[config.mk]
export PLATFORM = sky130hd
export DESIGN_NAME = vga_fb_arbiter
export DESIGN_NICKNAME = d
export VERILOG_FILES = /design/src/rtl/vga_fb_arbiter.sv
export SDC_FILE = /design/constraint.sdc
export NUM_CORES = 1
export LEC_CHECK = 0
export CORE_UTILIZATION = 30
export CTS_CLUSTER_SIZE = 40
export DETAILED_ROUTE_END_ITERATION = 7
export GPL_TIMING_DRIVEN = 0
export PLACE_DENSITY_LB_ADDON = 0.1
export SYNTH_ARGS = -nofsm -noshare
export SYNTH_HDL_FRONTEND = slang
export SYNTH_SLANG_ARGS = --single-unit
[constraint.sdc]
create_clock -name clk -period 3.6 [get_ports clk]
set_input_delay 0.36 -clock clk [delete_from_list [all_inputs] [get_ports clk]]
set_output_delay 0.36 -clock clk [all_outputs]
set_load 0.01 [all_outputs]
[src/rtl/vga_fb_arbiter.sv]
// vga_fb_arbiter
// Shares one single-port, synchronous-read framebuffer RAM between the display
// fetch path and CPU register-interface accesses. Display fetches always win;
// the CPU fills the remaining slots. Each access takes three cycles:
// grant (IDLE) -> ISSUE (ram_en high) -> CAPTURE (ram_rdata valid).
//
// Ports:
//   clk, rst_n        clock, synchronous active-low reset
//   x_pos, y_pos      current character cell from the timing generator
//   blank             1 = outside the active area
//   cpu_req/we/addr/wdata  CPU request, held until cpu_ready
//   cpu_ready         one-cycle completion pulse
//   cpu_rdata         read data, valid with cpu_ready and held afterwards
//   ram_en/we/addr/wdata   registered RAM controls
//   ram_rdata         RAM read data, valid the cycle after ram_en
//   pixel_out         registered colour of the current cell, 0 during blank
//   underrun          sticky: a display fetch was overtaken by a newer cell
//   underrun_clr      clears underrun (wins over a same-cycle underrun)
//
// state   | meaning
// IDLE    | arbitrate: pending display fetch first, then CPU
// ISSUE   | ram_en high for one cycle
// CAPTURE | ram_rdata valid; route it to pixel_out or cpu_rdata
module vga_fb_arbiter #(
  parameter int ADDR_W = 9,
  parameter int DATA_W = 6
) (
  input  logic              clk,
  input  logic              rst_n,
  input  logic [4:0]        x_pos,
  input  logic [3:0]        y_pos,
  input  logic              blank,
  input  logic              cpu_req,
  input  logic              cpu_we,
  input  logic [ADDR_W-1:0] cpu_addr,
  input  logic [DATA_W-1:0] cpu_wdata,
  output logic              cpu_ready,
  output logic [DATA_W-1:0] cpu_rdata,
  output logic              ram_en,
  output logic              ram_we,
  output logic [ADDR_W-1:0] ram_addr,
  output logic [DATA_W-1:0] ram_wdata,
  input  logic [DATA_W-1:0] ram_rdata,
  output logic [DATA_W-1:0] pixel_out,
  output logic              underrun,
  input  logic              underrun_clr
);

  typedef enum logic [1:0] {IDLE, ISSUE, CAPTURE} state_t;

  state_t            state;
  logic [ADDR_W-1:0] cur_addr;
  logic [ADDR_W-1:0] last_addr;
  logic [ADDR_W-1:0] pend_addr;
  logic              disp_pending;
  logic              blank_d;
  logic              owner_disp;
  logic              owner_we;
  logic              disp_set;

  assign cur_addr = ADDR_W'({y_pos, x_pos});

  // A new cell in the active area, or the first active cycle after blanking.
  assign disp_set = !blank && ((cur_addr != last_addr) || blank_d);

  always_ff @(posedge clk) begin
    if (!rst_n) begin
      state        <= IDLE;
      last_addr    <= '0;
      pend_addr    <= '0;
      disp_pending <= 1'b0;
      blank_d      <= 1'b0;
      owner_disp   <= 1'b0;
      owner_we     <= 1'b0;
      cpu_ready    <= 1'b0;
      cpu_rdata    <= '0;
      ram_en       <= 1'b0;
      ram_we       <= 1'b0;
      ram_addr     <= '0;
      ram_wdata    <= '0;
      pixel_out    <= '0;
      underrun     <= 1'b0;
    end else begin
      last_addr <= cur_addr;
      blank_d   <= blank;
      ram_en    <= 1'b0;
      ram_we    <= 1'b0;
      cpu_ready <= 1'b0;

      if (underrun_clr)
        underrun <= 1'b0;
      else if (disp_set && disp_pending)
        underrun <= 1'b1;

      if (disp_set) begin
        disp_pending <= 1'b1;
        pend_addr    <= cur_addr;
      end

      if (blank)
        pixel_out <= '0;

      case (state)
        IDLE: begin
          // A set arriving this cycle is granted immediately with the newest
          // address, so an older pending cell is simply superseded.
          if (disp_pending || disp_set) begin
            disp_pending <= 1'b0;
            owner_disp   <= 1'b1;
            owner_we     <= 1'b0;
            ram_en       <= 1'b1;
            ram_addr     <= disp_set ? cur_addr : pend_addr;
            state        <= ISSUE;
          end else if (cpu_req && !cpu_ready) begin
            // cpu_ready high means the held request was just serviced.
            owner_disp <= 1'b0;
            owner_we   <= cpu_we;
            ram_en     <= 1'b1;
            ram_we     <= cpu_we;
            ram_addr   <= cpu_addr;
            if (cpu_we)
              ram_wdata <= cpu_wdata;
            state <= ISSUE;
          end
        end
        ISSUE: begin
          state <= CAPTURE;
        end
        CAPTURE: begin
          if (owner_disp) begin
            if (!blank)
              pixel_out <= ram_rdata;
          end else begin
            if (!owner_we)
              cpu_rdata <= ram_rdata;
            cpu_ready <= 1'b1;
          end
          state <= IDLE;
        end
        default: state <= IDLE;
      endcase
    end
  end

endmodule
==> reports/results.ini, run 1 <==
[hold_path]
holdCritStartpoint = ram_addr[2]$_SDFFE_PN0P_
min_delay_worst_endpoint = ram_addr[2]$_SDFFE_PN0P_
hold_depth = 1
hold_path.class = register to register

[worst_setup_path]
critPathRequiredTime_ps = 3840
slowest_cell_on_the_critical_path = sky130_fd_sc_hd__a21oi_2
timing.critical_path.from_type = primary input
r2r_slack_ps = 1620
worstPathArrival_ps = 2350
regToRegEndpoint = owner_we$_SDFFE_PN0P_
cp_cell_sequence = clkdlybuf4s50_1, xor2_1, nor4_2, nand4_1, a21oi_2, o2bb2ai_1
timing.setup.critical_path_class = primary input to register
largest_stage_delay_on_the_critical_path_ps = 520
crit_path_capture_type = register
crit-reg2reg-launch = disp_pending$_SDFF_PN0_
critPathMaxFanout = 10
reg2reg_depth = 5
critical_path_buffer_and_inverter_count = 1
category_of_cells_accounting_for_the_largest_share_of_critical_path_delay = compound AO/OA/AOI/OAI gates

[power]
switching_fraction_pct = 25.0
combinational_cell_fraction_of_total_power_pct = 16.9
peakVddDrop_mv = 0.216
sequential_share_of_power_pct = 54.1
power_leakage_nw = 1.19
power.net_switching_mw = 0.306
cellInternalPower_mw = 0.916
power_density_of_the_placed_cells_nw_per_um2 = 397
p_clk_share_pct = 29.0

[finish]
final_nets = 310
multiInputGateArea_um2 = 1030
regArea_um2 = 1100
diodes = 0
final_layout_size_suffix_gt1_share_pct = 9.82
postLayoutCellArea_um2 = 3080
area_growth_syn_to_layout_pct = 39.8
finalNonFillerCells = 371
layout.filler_cells = 700

[sta]
rsz_0062_raised_after_global_routing = false
post-route-min-period_ps = 2110
final-hold-violation-count = 0
transition_at_the_pin_with_the_smallest_max_transition_slack_ps = 937
finalSetupViolCount = 0
setup_total_negative_slack_ps = 0
max-slew-margin-rel_pct = 37.4
final_max_slew_viol_count = 0
ratio_of_final_minimum_period_to_clock_period_pct = 58.7
fin_worst_skew_ps = 11.6
max_freq_ghz = 0.473

[placement]
buffer_ports.inserted = 66
dpl.hpwl_mm = 3.66
place_inst = 363
placed_cell_area_um2 = 2980
gp_congestion = 0.693

[grt]
grt_util_all_layers_pct = 14.0
grt_pass1_wl_mm = 8.15
grt_pass1_vias = 1624
grt_overflow_total = 0
grt_antenna_before_repair = 0
maximum_number_of_pins_on_one_net_before_global_route_repair = 17

[clocking]
cts_inserted_buffers = 5
cts.sinks = 55
cts-htree-levels = 2
postCtsSetupBuffers = 0
post_cts_hold_buffer_count = 0
cts-root-to-sink-buffers = 2
clock_tree.root_cell = sky130_fd_sc_hd__clkbuf_8
post_cts_resized = 0
tritoncts_clock_tree = built
clk-insertion-delay-late_ps = 310
worst_setup_hold_path_clk_slew_ps = 90

[die]
dieHeight_um = 87.7
die_area_um2 = 7680
row_count = 30
initial_core_utilization_pct = 31.7
dieWidth_um = 87.7
boundaryPins = 67
coreArea_um2 = 6940

[synthesis]
yosysUniqueCellTypes = 34
netlist_top_cells_area = sky130_fd_sc_hd__dfxtp_1 50%, sky130_fd_sc_hd__mux2i_1 14%, sky130_fd_sc_hd__mux2_2 4.6%
post_synth_edffs = 0
synth_async_sr_flop_share_pct = 0
synth.ff_latch_count = 55
synthesis.yosys.warnings = 0
ys_seq_area_share_pct = 50.0
synthTopCellsByCount = 55 x sky130_fd_sc_hd__dfxtp_1, 30 x sky130_fd_sc_hd__mux2i_1, 26 x sky130_fd_sc_hd__nor2_1, 10 x sky130_fd_sc_hd__and2_1, 10 x sky130_fd_sc_hd__o2bb2ai_1
synth_area_um2 = 2200
post_syn_area_per_cell_um2 = 10.9
synth_flop_cell = sky130_fd_sc_hd__dfxtp_1
synth.largest_area_cell = sky130_fd_sc_hd__dfxtp_1
yosysTopAreaCellShare_pct = 50.0
net_count_synth = 237
synthMostInstantiatedCell = sky130_fd_sc_hd__dfxtp_1
cell_count_after_synthesis = 201

[detailed_routing]
final_antenna_net_count = 0
remaining_drc_errors = 0
routed-wl-met2_mm = 2.23
top_signal_layer_used = met4
vias = 1679
met3_wirelength_um = 294
detail_route.wirelength_mm = 5.06
initial_drt_markers = 71
drt_pass_1_iters = 4
wl_met1_mm = 2.48
average_routed_wire_per_standard_cell_um = 13.6
route.detailed.vias_per_inst = 4.53

[job]
number_of_max_cap_violations = 0

[status]
result_of_the_run = completed

-- routing by layer --
layer  GRT usage (%)  vias to the layer above
met5               0                        -
met2            21.7                       49
met4            4.47                        0
li1                -                      857
met1            19.1                      767
met3            3.39                        6
-- kinds of logic after synthesis --
kind of cell           synth area share, %
buffers and inverters                 3.30
AND/OR/NAND/NOR                       15.6
flip-flops                            50.0
XOR/XNOR                              3.58
multiplexers                          18.2
AO/OA/AOI/OAI                         9.21
-- sequential cells by signal, summed over array words and instances (netlist names) --
name,count
blank_d,1
cpu_rdata,6
cpu_ready,1
disp_pending,1
last_addr,9
owner_disp,1
owner_we,1
pend_addr,9
pixel_out,6
ram_addr,9
ram_en,1
ram_wdata,6
ram_we,1
state,2
underrun,1
-- how the worst max path moves through the flow --
stage | from | to | slack (ps) | depth (start not counted)
after floorplan | x_pos[2] | ram_wdata[1]$_SDFFE_PN0P_ | 1940 | 7
after global placement | x_pos[2] | ram_addr[3]$_SDFFE_PN0P_ | 1160 | 6
after detailed placement | x_pos[2] | ram_addr[3]$_SDFFE_PN0P_ | 1140 | 6
after CTS | x_pos[2] | ram_addr[6]$_SDFFE_PN0P_ | 1470 | 6
after global routing | x_pos[2] | ram_addr[3]$_SDFFE_PN0P_ | 1330 | 6
final | x_pos[2] | ram_addr[6]$_SDFFE_PN0P_ | 1490 | 6
-- stage by stage --
| stage | setup WS (ps) | util, % | power, mW | hold slack, ps |
|---|---|---|---|---|
| final | 1490 | 44.3 | 1.22 | 474 |
| after global routing | 1330 | 44.3 | 1.29 | 495 |
| after CTS | 1470 | 44.3 | 1.24 | 480 |
| after detailed placement | 1140 | 42.9 | 0.884 | 445 |
| after global placement | 1160 | 42.9 | 0.884 | 449 |
| after floorplan | 1940 | - | 0.777 | 437 |
-- placed cells by master (no fill, tap or decap), types with 2 or more instances in the layout --
cell type,instances
sky130_fd_sc_hd__dfxtp_1,55
sky130_fd_sc_hd__o21ai_0,6
sky130_fd_sc_hd__nor3_1,2
sky130_fd_sc_hd__buf_6,2
sky130_fd_sc_hd__nand4bb_1,6
sky130_fd_sc_hd__clkbuf_8,6
sky130_fd_sc_hd__and2_1,10
sky130_fd_sc_hd__xor2_1,9
sky130_fd_sc_hd__nand2b_1,2
sky130_fd_sc_hd__mux2i_1,30
sky130_fd_sc_hd__inv_1,2
sky130_fd_sc_hd__a21oi_1,8
sky130_fd_sc_hd__clkbuf_1,5
sky130_fd_sc_hd__nor4_2,2
sky130_fd_sc_hd__mux2_2,9
sky130_fd_sc_hd__clkdlybuf4s50_1,66
sky130_fd_sc_hd__o2bb2ai_1,10
sky130_fd_sc_hd__nor2_1,26
-- power by group through the flow --
stage	clock network [mW]	registers [mW]	logic, mW
3_3_place_gp	0	0.675	0.210
4_1_cts	0.372	0.661	0.211
5_1_grt	0.397	0.665	0.226
6_report	0.355	0.661	0.206
2_1_floorplan	0	0.681	0.0966
3_5_place_dp	0	0.675	0.209
-- worst reg2reg max path, stage by stage (launching register included) --
cell,delay (ps)
sky130_fd_sc_hd__dfxtp_1,320
sky130_fd_sc_hd__clkbuf_1,380
sky130_fd_sc_hd__clkbuf_1,540
sky130_fd_sc_hd__nand2b_1,370
sky130_fd_sc_hd__nor2_1,100
sky130_fd_sc_hd__o21a_1,190
-- final cells by class --
class                           count  share of cell area (%)
Buffer                              9                    1.99
Clock buffer                        7                    2.81
Clock inverter                      1                   0.285
Inverter                            3                   0.366
Multi-Input combinational cell    134                    33.4
Sequential cell                    55                    35.8
Tap cell                           96                    3.90
Timing Repair Buffer               66                    21.5
Note: power is estimated with default switching activity, not from simulation.
==> inputs of run 2 (changes only) <==
Clock period 3.6 ns to 2.1 ns, I/O delays scaled along.
==> run 2 against run 1 <==
  * Hold slack lost 27 ps
  * Clock skew about the same
  * Sequential share of layout area fell by 0.10 points
  * Via count rose by 0.18%
  * Largest cell class unchanged
==> reports/results.ini, run 2 (synthesis gave the netlist of run 1 again) <==
[placement]
place_worst_setup_slack_ps = -206
buffer_ports.inserted = 66
place_inst = 363
gp_congestion = 0.693
dpl.hpwl_mm = 3.66

[worst_setup_path]
cp_cell_sequence = clkdlybuf4s50_1, xor2_1, nor4_2, a31oi_2, buf_6, buf_8, o21ai_0, a21oi_1
largest_stage_delay_on_the_critical_path_ps = 490
slowest_cell_on_the_critical_path = sky130_fd_sc_hd__clkdlybuf4s50_1
crit_path_capture_type = register
timing.critical_path.from_type = primary input
category_of_cells_accounting_for_the_largest_share_of_critical_path_delay = buffers and inverters
critPathRequiredTime_ps = 2270
timing.setup.critical_path_class = primary input to register
worstPathArrival_ps = 2120
critPathMaxFanout = 10
critical_path_buffer_and_inverter_count = 3

[power]
p_clk_share_pct = 29.1
power_leakage_nw = 1.19
totalPowerFinal_mw = 2.10
power_density_of_the_placed_cells_nw_per_um2 = 681
power.net_switching_mw = 0.529
cellInternalPower_mw = 1.57
peakVddDrop_mv = 0.371
combinational_cell_fraction_of_total_power_pct = 17.0
switching_fraction_pct = 25.2
sequential_share_of_power_pct = 53.9

[grt]
gr-usage-met1_pct = 19.1
grt_util_met2_pct = 21.7
grt_overflow_total = 0
maximum_number_of_pins_on_one_net_before_global_route_repair = 17
grt_use_met3_pct = 3.39
grt_pass1_wl_mm = 8.15
grt_antenna_before_repair = 0
grt_most_used_layer = met2
grt_pass1_vias = 1624
grt_util_all_layers_pct = 14.0

[detailed_routing]
initial_drt_markers = 76
detail_route.wirelength_mm = 5.07
average_routed_wire_per_standard_cell_um = 13.7
remaining_drc_errors = 0
vias = 1682
final_antenna_net_count = 0
drt_pass_1_iters = 4
route.detailed.vias_per_inst = 4.53

[die]
coreArea_um2 = 6940
dieWidth_um = 87.7
die_area_um2 = 7680
initial_core_utilization_pct = 31.7
boundaryPins = 67
row_count = 30
dieHeight_um = 87.7

[sta]
max-slew-margin-rel_pct = 37.6
ratio_of_final_minimum_period_to_clock_period_pct = 92.9
final_max_slew_viol_count = 0
final-hold-violation-count = 0
fin_worst_skew_ps = 11.5
setup_ws_ps = 149
finalSetupViolCount = 0
rsz_0062_raised_after_global_routing = false
max_freq_ghz = 0.513
transition_at_the_pin_with_the_smallest_max_transition_slack_ps = 934
post-route-min-period_ps = 1950
setup_total_negative_slack_ps = 0

[finish]
mostFrequentLayoutCells = 66 x sky130_fd_sc_hd__clkdlybuf4s50_1, 55 x sky130_fd_sc_hd__dfxtp_1, 30 x sky130_fd_sc_hd__mux2i_1, 26 x sky130_fd_sc_hd__nor2_1
area_growth_syn_to_layout_pct = 40.2
final_layout_size_suffix_gt1_share_pct = 10.2
diodes = 0
final_nets = 310
mostFrequentLayoutCell = sky130_fd_sc_hd__clkdlybuf4s50_1
registers_with_the_most_flip_flops = last_addr (9), pend_addr (9), ram_addr (9)
finalNonFillerCells = 371
final_core_util_pct = 44.4

[clocking]
clk-insertion-delay-late_ps = 310
cts_inserted_buffers = 5
worst_setup_hold_path_clk_slew_ps = 90
clock_tree.root_cell = sky130_fd_sc_hd__clkbuf_8
post_cts_hold_buffer_count = 0
cts.sinks = 55
tritoncts_clock_tree = built
cts-root-to-sink-buffers = 2
cts-htree-levels = 2

[status]
result_of_the_run = completed

[hold_path]
hold_path.class = primary input to register

[job]
number_of_max_cap_violations = 0

run 2: cell types whose count changed in the layout (fill, tap and decap cells not counted):
cell                       delta
sky130_fd_sc_hd__clkbuf_1     -1
sky130_fd_sc_hd__a21oi_2      -1
sky130_fd_sc_hd__clkbuf_2     +1
sky130_fd_sc_hd__a21oi_4      +1
run 2: layer usage:
layer	share of wire, %	vias up
met5	0	-
met4	1.2	0
met3	5.8	6
met2	44	49
met1	49	772
li1	-	855
run 2: worst paths after layout:
kind,from,end,slack [ps],cells after the start
setup / recovery,x_pos[2],ram_wdata[1]$_SDFFE_PN0P_,150,8
hold / removal,underrun_clr,underrun$_SDFFE_PP0P_,450,2
setup reg to reg,last_addr[0]$_SDFF_PN0_,ram_wdata[1]$_SDFFE_PN0P_,280,7
hold reg to reg,ram_addr[2]$_SDFFE_PN0P_,ram_addr[2]$_SDFFE_PN0P_,470,1
run 2: area by class of cell:
type / count / area [µm²]
clock buffer: 7 / 86.3
fill: 700 / 3860
buffer: 9 / 62.6
timing repair buffer: 66 / 661
sequential: 55 / 1100
inverter: 3 / 11.3
multi-input combinational: 134 / 1030
clock inverter: 1 / 8.76
tap: 96 / 120
run 2: power by group through the flow:
stage          Combinational, mW  Sequential (mW)  Clock (mW)
6_report                   0.357             1.13       0.612
5_1_grt                    0.389             1.14       0.681
4_1_cts                    0.361             1.13       0.638
3_5_place_dp               0.359             1.16           0
3_3_place_gp               0.360             1.16           0
2_1_floorplan              0.166             1.17           0
run 2: through the flow:
stage / instance area (µm²) / hold WS, ps
floorplan: 2200 / 287
finish: 3090 / 447
detailed placement: 2980 / 445
global placement: 2980 / 449
CTS: 3080 / 444
global route: 3090 / 448
run 2: repair_timing:
action | in CTS | in global routing
endpoints found under the hold margin | 0 | 0
endpoints found under the setup margin | 0 | 9
setup buffers | 0 | 0
gates resized for setup | 0 | 3
==> inputs of run 3 (changes only) <==
Settings changed: CAP_MARGIN set to 25, CORE_ASPECT_RATIO set to 1.75, CORE_UTILIZATION 30 to 46.
==> run 3 against run 2 <==
  * Non-clock buffer count is the same
  * Global-route usage is 7.5 points higher
  * Critical path depth stayed put
  * Clock skew fell by 9.1 ps
  * Sequential share of layout area grew 0.72 points
  * First-iteration DRC count fell by 80%
  * Utilization up 21 points
  * Die area shrank 34%
  * Critical endpoint unchanged
  * Largest power group unchanged
==> reports/results.ini, run 3 (synthesis gave the netlist of run 1 again) <==
[worst_setup_path]
timing.critical_path.from_type = primary input
worstPathArrival_ps = 2160
largest_stage_delay_on_the_critical_path_ps = 480
cp_cell_sequence = clkdlybuf4s50_1, xor2_1, nor4_4, a31oi_2, buf_6, buf_8, o21ai_0, a21oi_1
timing.setup.critical_path_class = primary input to register
category_of_cells_accounting_for_the_largest_share_of_critical_path_delay = buffers and inverters
crit_path_capture_type = register
critPathRequiredTime_ps = 2280
critPathMaxFanout = 10
critical_path_buffer_and_inverter_count = 3
slowest_cell_on_the_critical_path = sky130_fd_sc_hd__clkdlybuf4s50_1

[power]
peakVddDrop_mv = 0.573
totalPowerFinal_mw = 2.05
power_leakage_nw = 1.18
power_density_of_the_placed_cells_nw_per_um2 = 677

[sta]
fin_worst_skew_ps = 2.42
max-slew-margin-rel_pct = 39.8
ratio_of_final_minimum_period_to_clock_period_pct = 94.4
max_freq_ghz = 0.504
transition_at_the_pin_with_the_smallest_max_transition_slack_ps = 900
rsz_0062_raised_after_global_routing = true
timing.hold.ws_ps = 459
post-route-min-period_ps = 1980
setup_ws_ps = 117
finalSetupViolCount = 0
final_max_slew_viol_count = 0
setup_total_negative_slack_ps = 0
final-hold-violation-count = 0

[placement]
placed_cell_area_um2 = 2930
dpl.hpwl_mm = 3.48
place_worst_setup_slack_ps = -342
place_inst = 319
gp_congestion = 0.687
buffer_ports.inserted = 66

[finish]
final_nets = 310
diodes = 0
registers_with_the_most_flip_flops = last_addr (9), pend_addr (9), ram_addr (9)
mostFrequentLayoutCells = 66 x sky130_fd_sc_hd__clkdlybuf4s50_1, 55 x sky130_fd_sc_hd__dfxtp_1, 30 x sky130_fd_sc_hd__mux2i_1, 26 x sky130_fd_sc_hd__nor2_1
final_layout_size_suffix_gt1_share_pct = 9.45
final_core_util_pct = 65.4
layout.filler_cells = 399
finalNonFillerCells = 327
postLayoutCellArea_um2 = 3020
mostFrequentLayoutCell = sky130_fd_sc_hd__clkdlybuf4s50_1
area_growth_syn_to_layout_pct = 37.4

[clocking]
clk-insertion-delay-late_ps = 300
clock_tree.root_cell = sky130_fd_sc_hd__clkbuf_8
worst_setup_hold_path_clk_slew_ps = 90
cts.sinks = 55
cts-root-to-sink-buffers = 2
cts-htree-levels = 2
postCtsSetupBuffers = 0
tritoncts_clock_tree = built
post_cts_resized = 2
post_cts_hold_buffer_count = 0
cts_inserted_buffers = 5

[detailed_routing]
vias = 1692
detail_route.wirelength_mm = 4.81
remaining_drc_errors = 0
drt_pass_1_iters = 4
final_antenna_net_count = 0
average_routed_wire_per_standard_cell_um = 14.7
initial_drt_markers = 15
route.detailed.vias_per_inst = 5.17

[die]
row_count = 33
dieHeight_um = 93.5
dieWidth_um = 54.3
die_area_um2 = 5080
coreArea_um2 = 4620
initial_core_utilization_pct = 47.6
boundaryPins = 67

[grt]
grt_pass1_vias = 1707
maximum_number_of_pins_on_one_net_before_global_route_repair = 16
grt_antenna_before_repair = 0
grt_util_all_layers_pct = 21.4
grt_pass1_wl_mm = 7.85
grt_overflow_total = 0

[job]
number_of_max_cap_violations = 0

[status]
result_of_the_run = completed

[hold_path]
hold_path.class = primary input to register

==> run 3: cell types whose count changed in the layout (fill, tap and decap cells not counted) <==
cell and change:
sky130_fd_sc_hd__clkinv_2 +1, sky130_fd_sc_hd__buf_1 +1, sky130_fd_sc_hd__clkinv_4 -1, sky130_fd_sc_hd__clkbuf_2 -1, sky130_fd_sc_hd__nor4_4 +1, sky130_fd_sc_hd__clkbuf_1 +1, sky130_fd_sc_hd__nor4_2 -1, sky130_fd_sc_hd__clkbuf_8 -1
==> run 3: layout make-up <==
type | count | area, µm² | share of cell area [%]
Inverter | 3 | 11.3 | 0.372
Clock buffer | 7 | 76.3 | 2.52
Multi-Input combinational cell | 134 | 1040 | 34.5
Timing Repair Buffer | 66 | 661 | 21.8
Buffer | 9 | 61.3 | 2.03
Tap cell | 52 | 65.1 | 2.15
Sequential cell | 55 | 1100 | 36.4
Clock inverter | 1 | 5.00 | 0.165
==> run 3: final timing paths <==
check                       startpoint                   endpoint  slack (ps)  cells after the start
min reg2reg  ram_wdata[2]$_SDFFE_PN0P_  ram_wdata[2]$_SDFFE_PN0P_         470                      2
max reg2reg    disp_pending$_SDFF_PN0_   ram_addr[5]$_SDFFE_PN0P_         140                      5
min                       underrun_clr      underrun$_SDFFE_PP0P_         460                      2
max                           x_pos[2]  ram_wdata[1]$_SDFFE_PN0P_         120                      8
==> run 3: where the power goes <==
group	leakage, nW	internal [mW]	switching [mW]
logic	0.689	0.201	0.159
clock network	0.0422	0.235	0.322
registers	0.451	1.10	0.0317
==> run 3: layer usage <==
layer	GRT usage, %	part of all wire (%)
met3	4.88	4.3
met5	0	0
met2	36.3	52
met1	24.7	42
met4	8.55	1.8
